==> src/rtl/flash_read_arbiter_if.sv <==
// Bundles the two requester ports and the Avalon-MM flash read port of flash_read_arbiter.
// master is the arbiter's view; slave is the view of the requesters and flash controller around it.
interface flash_read_arbiter_if #(
    parameter int unsigned ADDR_W = 23,
    parameter int unsigned DATA_W = 32
);
    logic              req0;
    logic              req1;
    logic [ADDR_W-1:0] addr0;
    logic [ADDR_W-1:0] addr1;
    logic              done0;
    logic              done1;
    logic [DATA_W-1:0] rdata;
    logic              err;
    logic              busy;
    logic              flash_read;
    logic [ADDR_W-1:0] flash_address;
    logic [3:0]        flash_byteenable;
    logic              flash_waitrequest;
    logic              flash_readdatavalid;
    logic [DATA_W-1:0] flash_readdata;

    modport master (
        input  req0, req1, addr0, addr1,
        output done0, done1, rdata, err, busy,
        output flash_read, flash_address, flash_byteenable,
        input  flash_waitrequest, flash_readdatavalid, flash_readdata
    );

    modport slave (
        output req0, req1, addr0, addr1,
        input  done0, done1, rdata, err, busy,
        input  flash_read, flash_address, flash_byteenable,
        output flash_waitrequest, flash_readdatavalid, flash_readdata
    );
endinterface

==> src/rtl/flash_read_arbiter.sv <==
// Round-robin arbiter sharing the flash Avalon-MM read port between two requesters,
// one read in flight at a time, with a readdatavalid timeout that reports err.
module flash_read_arbiter #(
    parameter int unsigned ADDR_W      = 23,
    parameter int unsigned DATA_W      = 32,
    parameter int unsigned TIMEOUT_CYC = 255
) (
    input  logic                clk,
    input  logic                rst_n,
    flash_read_arbiter_if.master bus
);
    localparam int unsigned CNT_W = $clog2(TIMEOUT_CYC + 1);

    typedef enum logic [1:0] {
        S_IDLE    = 2'd0,
        S_ISSUE   = 2'd1,
        S_WAIT    = 2'd2,
        S_RESPOND = 2'd3
    } state_t;

    state_t            r_state;
    logic              r_read;
    logic [ADDR_W-1:0] r_addr;
    logic              r_grant;
    logic              r_last_grant;
    logic [CNT_W-1:0]  r_cnt;
    logic [DATA_W-1:0] r_rdata;
    logic              r_err;
    logic              r_done0;
    logic              r_done1;
    logic              r_busy;

    state_t            w_state;
    logic              w_read;
    logic [ADDR_W-1:0] w_addr;
    logic              w_grant;
    logic              w_last_grant;
    logic [CNT_W-1:0]  w_cnt;
    logic [DATA_W-1:0] w_rdata;
    logic              w_err;
    logic              w_done0;
    logic              w_done1;
    logic              w_busy;
    logic              w_win;

    // With both requesting, the one not granted last time wins.
    assign w_win = (bus.req0 && bus.req1) ? ~r_last_grant : bus.req1;

    // Next-state and next-output logic.
    always_comb begin
        w_state      = r_state;
        w_read       = 1'b0;
        w_addr       = r_addr;
        w_grant      = r_grant;
        w_last_grant = r_last_grant;
        w_cnt        = r_cnt;
        w_rdata      = r_rdata;
        w_err        = r_err;
        w_done0      = 1'b0;
        w_done1      = 1'b0;

        case (r_state)
            S_IDLE: begin
                if (bus.req0 || bus.req1) begin
                    w_state      = S_ISSUE;
                    w_read       = 1'b1;
                    w_grant      = w_win;
                    w_last_grant = w_win;
                    w_addr       = w_win ? bus.addr1 : bus.addr0;
                end
            end
            S_ISSUE: begin
                if (bus.flash_waitrequest) begin
                    w_read = 1'b1;
                end else begin
                    w_cnt   = '0;
                    w_state = S_WAIT;
                end
            end
            S_WAIT: begin
                if (bus.flash_readdatavalid) begin
                    w_rdata = bus.flash_readdata;
                    w_err   = 1'b0;
                    w_state = S_RESPOND;
                    w_done0 = ~r_grant;
                    w_done1 = r_grant;
                end else if (r_cnt == CNT_W'(TIMEOUT_CYC - 1)) begin
                    w_rdata = '0;
                    w_err   = 1'b1;
                    w_state = S_RESPOND;
                    w_done0 = ~r_grant;
                    w_done1 = r_grant;
                end else begin
                    w_cnt = r_cnt + 1'b1;
                end
            end
            S_RESPOND: begin
                w_state = S_IDLE;
            end
            default: begin
                w_state = S_IDLE;
            end
        endcase

        w_busy = (w_state != S_IDLE);
    end

    // State and registered outputs; reset abandons any read in flight.
    always_ff @(posedge clk) begin
        if (!rst_n) begin
            r_state      <= S_IDLE;
            r_read       <= 1'b0;
            r_addr       <= '0;
            r_grant      <= 1'b0;
            r_last_grant <= 1'b1;
            r_cnt        <= '0;
            r_rdata      <= '0;
            r_err        <= 1'b0;
            r_done0      <= 1'b0;
            r_done1      <= 1'b0;
            r_busy       <= 1'b0;
        end else begin
            r_state      <= w_state;
            r_read       <= w_read;
            r_addr       <= w_addr;
            r_grant      <= w_grant;
            r_last_grant <= w_last_grant;
            r_cnt        <= w_cnt;
            r_rdata      <= w_rdata;
            r_err        <= w_err;
            r_done0      <= w_done0;
            r_done1      <= w_done1;
            r_busy       <= w_busy;
        end
    end

    assign bus.done0            = r_done0;
    assign bus.done1            = r_done1;
    assign bus.rdata            = r_rdata;
    assign bus.err              = r_err;
    assign bus.busy             = r_busy;
    assign bus.flash_read       = r_read;
    assign bus.flash_address    = r_addr;
    assign bus.flash_byteenable = 4'hF;
endmodule
==> src/flat_wrapper.sv <==
// flat-port wrapper written by rule: the top's interface ports become plain ports
module flash_read_arbiter_flat 
#(
    parameter int unsigned ADDR_W      = 23,
    parameter int unsigned DATA_W      = 32,
    parameter int unsigned TIMEOUT_CYC = 255
)
  (clk, rst_n, bus_req0, bus_req1, bus_addr0, bus_addr1, bus_done0, bus_done1, bus_rdata, bus_err, bus_busy, bus_flash_read, bus_flash_address, bus_flash_byteenable, bus_flash_waitrequest, bus_flash_readdatavalid, bus_flash_readdata);
  flash_read_arbiter_if #(.ADDR_W(ADDR_W), .DATA_W(DATA_W)) bus_i ();
  input  logic clk;
  input  logic rst_n;
  input wire logic [$bits(bus_i.req0)-1:0] bus_req0;
  input wire logic [$bits(bus_i.req1)-1:0] bus_req1;
  input wire logic [$bits(bus_i.addr0)-1:0] bus_addr0;
  input wire logic [$bits(bus_i.addr1)-1:0] bus_addr1;
  output wire logic [$bits(bus_i.done0)-1:0] bus_done0;
  output wire logic [$bits(bus_i.done1)-1:0] bus_done1;
  output wire logic [$bits(bus_i.rdata)-1:0] bus_rdata;
  output wire logic [$bits(bus_i.err)-1:0] bus_err;
  output wire logic [$bits(bus_i.busy)-1:0] bus_busy;
  output wire logic [$bits(bus_i.flash_read)-1:0] bus_flash_read;
  output wire logic [$bits(bus_i.flash_address)-1:0] bus_flash_address;
  output wire logic [$bits(bus_i.flash_byteenable)-1:0] bus_flash_byteenable;
  input wire logic [$bits(bus_i.flash_waitrequest)-1:0] bus_flash_waitrequest;
  input wire logic [$bits(bus_i.flash_readdatavalid)-1:0] bus_flash_readdatavalid;
  input wire logic [$bits(bus_i.flash_readdata)-1:0] bus_flash_readdata;
  assign bus_i.req0 = bus_req0;
  assign bus_i.req1 = bus_req1;
  assign bus_i.addr0 = bus_addr0;
  assign bus_i.addr1 = bus_addr1;
  assign bus_done0 = bus_i.done0;
  assign bus_done1 = bus_i.done1;
  assign bus_rdata = bus_i.rdata;
  assign bus_err = bus_i.err;
  assign bus_busy = bus_i.busy;
  assign bus_flash_read = bus_i.flash_read;
  assign bus_flash_address = bus_i.flash_address;
  assign bus_flash_byteenable = bus_i.flash_byteenable;
  assign bus_i.flash_waitrequest = bus_flash_waitrequest;
  assign bus_i.flash_readdatavalid = bus_flash_readdatavalid;
  assign bus_i.flash_readdata = bus_flash_readdata;
  flash_read_arbiter #(.ADDR_W(ADDR_W), .DATA_W(DATA_W), .TIMEOUT_CYC(TIMEOUT_CYC)) u_core (.clk(clk), .rst_n(rst_n), .bus(bus_i));
endmodule
==> config.mk <==
export PLATFORM = sky130hd
export DESIGN_NAME = flash_read_arbiter_flat
export DESIGN_NICKNAME = d
export VERILOG_FILES = /design/src/rtl/flash_read_arbiter_if.sv /design/src/rtl/flash_read_arbiter.sv /design/src/flat_wrapper.sv
export SDC_FILE = /design/constraint.sdc
export NUM_CORES = 1
export LEC_CHECK = 0
export ABC_AREA = 1
export ABC_CLOCK_PERIOD_IN_PS = 1850
export BUFFER_PORTS_ARGS = -buffer_cell sky130_fd_sc_hd__buf_2
export CAP_MARGIN = 0
export CORE_MARGIN = 4
export CORE_UTILIZATION = 45
export CTS_CLUSTER_SIZE = 10
export DETAILED_ROUTE_END_ITERATION = 10
export PLACE_DENSITY = 0.79
export SYNTH_ARGS = -nofsm -noshare
export SYNTH_HDL_FRONTEND = slang
export SYNTH_SLANG_ARGS = --single-unit
export TNS_END_PERCENT = 20
==> constraint.sdc <==
create_clock -name clk -period 1.85 [get_ports clk]
set_input_delay 0.2775 -clock clk [delete_from_list [all_inputs] [get_ports clk]]
set_output_delay 0.2775 -clock clk [all_outputs]
set_load 0.005 [all_outputs]
---- Word-level counts from Yosys, hierarchy flattened ----
Cells that the tools add are included.
word-level totals
  register bits after elaboration ......... 72
  input port bits ......................... 84
  output and inout bits ................... 64
  logic and storage cells ................. 53
cells by class
  add/subtract/negate cells ............... 1
  eq/ne operators ......................... 7
  muxes and demuxes ....................... 22
  bitwise gates (word level) .............. 2
  reductions and logical operators ........ 10
operators by type and width
  operator             number
  $mux 32              2
  $mux 8               3
  $mux 23              1
  $pmux 8 s2           1
  $mux 1               9
  $add 8x1->8 const B  1
  $eq 8x8->1 const B   1
  $mux 2               4
  $pmux 2 s4           1
  $ne 2x2->1 const B   3
  $reduce_and 2->1     3
  $reduce_bool 2->1    3
  $eq 2x2->1 const B   2
  $reduce_and 4->1     1
  $eq 2x1->1 const B   1
  $logic_not 2->1      1
  $not 1->1            2
  $pmux 1 s2           1
  $logic_and 1x1->1    1
  $logic_or 1x1->1     1

---- Longest topological paths before layout ----
  depth after elaboration ................. 5
  depth in mapped cells ................... 10
  depth with buffers taken out ............ 10

---- Worst setup path after synthesis ----
No wires, ideal clock.
  kind .................................... reg2reg
  start ................................... register u_core.r_cnt[0]
  end ..................................... register u_core.r_cnt[1]
  setup time .............................. 70 ps
  arrival time ............................ 1249 ps
  setup slack ............................. 531 ps
  cell stages (with the launch flop) ...... 10
  buffers on the path ..................... 0
  period minus slack after synthesis ...... 1319 ps
  cells stage by stage .................... dfxtp_1 inv_1 ha_1 nand2_1 nor2_1 nand2_2 nand2_2 a21oi_1 nand2_1 a21oi_1
on the way
  word-level cells in the longest chain between the ends .. 4
  elaborated cells on any way between the ends .. 7
RTL lines
  what                      line                       RTL
  start: declaration        flash_read_arbiter.sv:26   logic [CNT_W-1:0] r_cnt;
  start signal: assignment  flash_read_arbiter.sv:128  r_cnt <= w_cnt;
  $add 8x1->8               flash_read_arbiter.sv:94   w_cnt = r_cnt + 1'b1;
  $mux 8                    flash_read_arbiter.sv:87   end else if (r_cnt == CNT_W'(TIMEOUT_CYC - 1)) begin
  $mux 8                    flash_read_arbiter.sv:81   if (bus.flash_readdatavalid) begin
  $pmux 8 s2                flash_read_arbiter.sv:62   case (r_state)
Parallel ways exist; a longest one is shown, timed or not. The select of a mux whose other input is x is not followed.
A chain may end at the register's enable or synchronous reset.

---- Worst setup path in the final report ----
Same ends and word-level chain as after synthesis.

==> out/qor.csv <==
stage,metric,value,unit
status,status,completed,
power_and_ir_drop,vdd_drop_max,0.535,mV
placement,gp_congestion,0.887,
floorplan,fp.dieArea,7970,um^2
synthesis,synth_top_flop_cell,dfxtp_1,
timing,final_hold_viol_count,0,
clock_tree,clk_pin_slew,0.07,ns
routing,drt-vias-per-instance,4.90,
routing,wl_per_cell,12.9,um
floorplan,core,6390,um^2
global_routing,grt_util_all_layers,19.7,%
critical_path,end_kind,flip-flop,
routing,via_count,2991,
synthesis,ys_seq_area_share,48.5,%
final_layout,diodes,0,
critical_path,crit_required,2.11,ns
routing,drt-total-wl,7860,um
synthesis,async_flop_share,0,%
critical_path,rr_worst_depth,9,
clock_tree,clkSinkCount,72,
synthesis,syn_inst,395,
routing,first_iter_violations,151,
clock_tree,root_buffer,clkbuf_8,
routing,drtPass1Iterations,4,
power_and_ir_drop,intPower,2.67,mW
timing,max-slew-margin-rel,49.6,%
final_layout,syn2layout_area_growth,30.6,%
clock_tree,cts_buffer_depth,2,
global_routing,antenna_found_initial,0,
hold_path,hold_path_depth,3,
timing,drv_slew,0,
power_and_ir_drop,pwr-share-seq,47.5,%
placement,portBuffers,143,
clock_tree,post_cts_buffers,0,
synthesis,synthSimpleGateAreaFrac,24.8,%
global_routing,grt_max_degree,48,
synthesis,synth_most_common_cell,nand2_1,
synthesis,yosys_warnings,0,
critical_path,critPathArrivalTime,1.85,ns
synthesis,ys_top_cells_by_count,"143 x nand2_1, 72 x dfxtp_1, 43 x a21oi_1, 23 x a31oi_1, 18 x o21ai_0",
global_routing,grt_overflow,0,
timing,grt_setup_unrepaired,false,
final_layout,drive_gt1_share,33.7,%
final_layout,stdcell_count,611,
routing,ant_nets,0,
synthesis,synth_xor_area_share,0.295,%
power_and_ir_drop,finalPower,3.59,mW
critical_path,rrSetupSlack,0.26,ns
timing,worst_slack,0.261,ns
final_layout,final_nets,615,
timing,skew,0.00778,ns
timing,period_share,85.9,%
clock_tree,htreeDepth,3,
placement,dp_cells,595,
critical_path,start_kind,flip-flop,
timing,max_freq,629,MHz
clock_tree,clk_latency,0.33,ns
synthesis,synth_area,2970,um^2
floorplan,rows,29,
placement,hpwl,5690,um
critical_path,path_max_fanout,5,
power_and_ir_drop,sw_frac_of_total,25.8,%
timing,finalSetupTns,0,ns
floorplan,start_util,46.5,%
synthesis,synthMuxAreaShare,0,%
synthesis,synth_edf_count,0,
global_routing,grt_pass1_wl,12300,um
synthesis,avgSynthCellArea,7.52,um^2
floorplan,io_pins,148,
placement,dp_slack,0.268,ns
synthesis,synth_top_cell_area_share,48.5,%
final_layout,fillers,596,
timing,min_period,1.59,ns
critical_path,critPathKind,flip-flop to flip-flop,
synthesis,synth_top_family_by_area,simple AND/OR/NAND/NOR gates,
timing,setup_violations,0,
clock_tree,cts_resized,0,
synthesis,synth-seq-cells,72,
clock_tree,cts_made_buffers,9,
global_routing,grt_pass1_vias,2746,
synthesis,yosysUniqueCellTypes,28,
job,cap_violations,0,
synthesis,synth_top_area_cell,dfxtp_1,
synthesis,synth.area.top_cells,"dfxtp_1 49%, nand2_1 18%, a21oi_1 7.2%",
hold_path,hold_path_class,input pin to flip-flop,
floorplan,die_h,89.3,um
routing,drcViolationCount,0,
power_and_ir_drop,leakage,1.79,nW
power_and_ir_drop,clock_power_share,38.2,%
synthesis,synth_compound_area_share,18.1,%
power_and_ir_drop,p_comb_share,14.3,%
timing,worst_pin_slew,0.755,ns
clock_tree,cts_tree,built,
clock_tree,ctsHoldBuffers,0,
synthesis,synth_fa_ha_area_share,0.842,%
power_and_ir_drop,p_sw,927,uW
power_and_ir_drop,p_per_area,926,nW/um^2
floorplan,die_x,89.3,um
## registers in the layout (all words and copies together), names as in the netlist
register,flops
u_core.bus.busy,1
u_core.bus.done0,1
u_core.bus.done1,1
u_core.bus.err,1
u_core.bus.flash_address,23
u_core.bus.flash_read,1
u_core.bus.rdata,32
u_core.r_cnt,8
u_core.r_grant,1
u_core.r_last_grant,1
u_core.r_state,2
## routing by layer
| metal | track usage (%) | vias up | share of wire (%) | routed length (um) |
|---|---|---|---|---|
| met5 | 0 | - | 0 | 0 |
| met4 | 8.25 | 0 | 1.5 | 118 |
| met3 | 7.47 | 13 | 7.8 | 615 |
| met2 | 31.9 | 102 | 49 | 3850 |
| li1 | - | 1549 | - | - |
| met1 | 23.5 | 1327 | 42 | 3280 |
## path summary, 6_finish.rpt
kind | end | startpoint
max | u_core.r_cnt[1]$_SDFFE_PN0P_ | u_core.r_cnt[0]$_SDFFE_PN0P_
min | u_core.bus.rdata[30]$_SDFFE_PN0P_ | bus_flash_readdata[30]
max reg2reg | u_core.r_cnt[1]$_SDFFE_PN0P_ | u_core.r_cnt[0]$_SDFFE_PN0P_
min reg2reg | u_core.bus.rdata[0]$_SDFFE_PN0P_ | u_core.bus.rdata[0]$_SDFFE_PN0P_
## power groups by stage
stage                     clock network, mW  logic, mW  registers [mW]
final                                  1.37      0.513            1.71
after global routing                   1.47      0.578            1.72
after CTS                              1.41      0.519            1.71
after detailed placement                  0      0.519            1.74
after global placement                    0      0.505            1.74
after floorplan                           0      0.293            1.75
## stage by stage
stage | hold slack [ns] | util [%] | instance area (um^2)
4_1_cts | 0.162 | 60.8 | 3880
3_3_place_gp | 0.445 | 57.3 | 3660
3_5_place_dp | 0.454 | 57.3 | 3660
5_1_grt | 0.171 | 60.8 | 3880
2_1_floorplan | 0.413 | - | 2980
6_report | 0.186 | 60.8 | 3880
## cell families after synthesis
logic type,count (synthesis)
simple gates,180
flops,72
compound gates,96
fa+ha+maj,2
buf+inv,43
xor+xnor,1
other cells,1
## layout make-up
cell class | instances | area (um^2) | area share (%)
multi-input combinational | 283 | 1320 | 34.0
tap | 77 | 96.3 | 2.48
timing repair buffer | 146 | 738 | 19.0
clock buffer | 11 | 141 | 3.64
sequential | 72 | 1440 | 37.1
inverter | 17 | 63.8 | 1.64
clock inverter | 5 | 78.8 | 2.03
## layout by cell type (no fill, tap or decap)
cell type | Yosys | routed
a21oi_1 | 43 | 43
xnor2_1 | 1 | 1
nand2_4 | 2 | 2
clkbuf_1 | 9 | 1
o21ai_1 | 7 | 7
o21ai_2 | 1 | 1
nand2_1 | 143 | 143
ha_1 | 2 | 2
conb_1 | 1 | 4
inv_1 | 11 | 11
buf_4 | 9 | 3
buf_2 | 2 | 143
o21ai_0 | 18 | 18
nor2_4 | 2 | 2
nor3_1 | 1 | 1
a31oi_2 | 1 | 1
bufinv_16 | 0 | 2
nand2_2 | 5 | 5
inv_6 | 0 | 1
inv_2 | 6 | 6
nand4_1 | 1 | 1
dfxtp_1 | 72 | 72
nor2_2 | 1 | 1
nor2_1 | 16 | 16
nand3_1 | 9 | 9
a31oi_1 | 23 | 23
clkinv_2 | 0 | 2
o21bai_1 | 2 | 2
a41oi_2 | 1 | 1
clkbuf_8 | 0 | 10
## critical path: stages (launching register included)
cell and delay [ns]:
dfxtp_1 0.40, inv_1 0.06, ha_1 0.19, nand2_1 0.07, nor2_1 0.05, nand2_2 0.08
nand2_2 0.06, a21oi_1 0.37, nand2_1 0.11, a21oi_1 0.13
No activity file was read; power rests on OpenSTA's default activity.
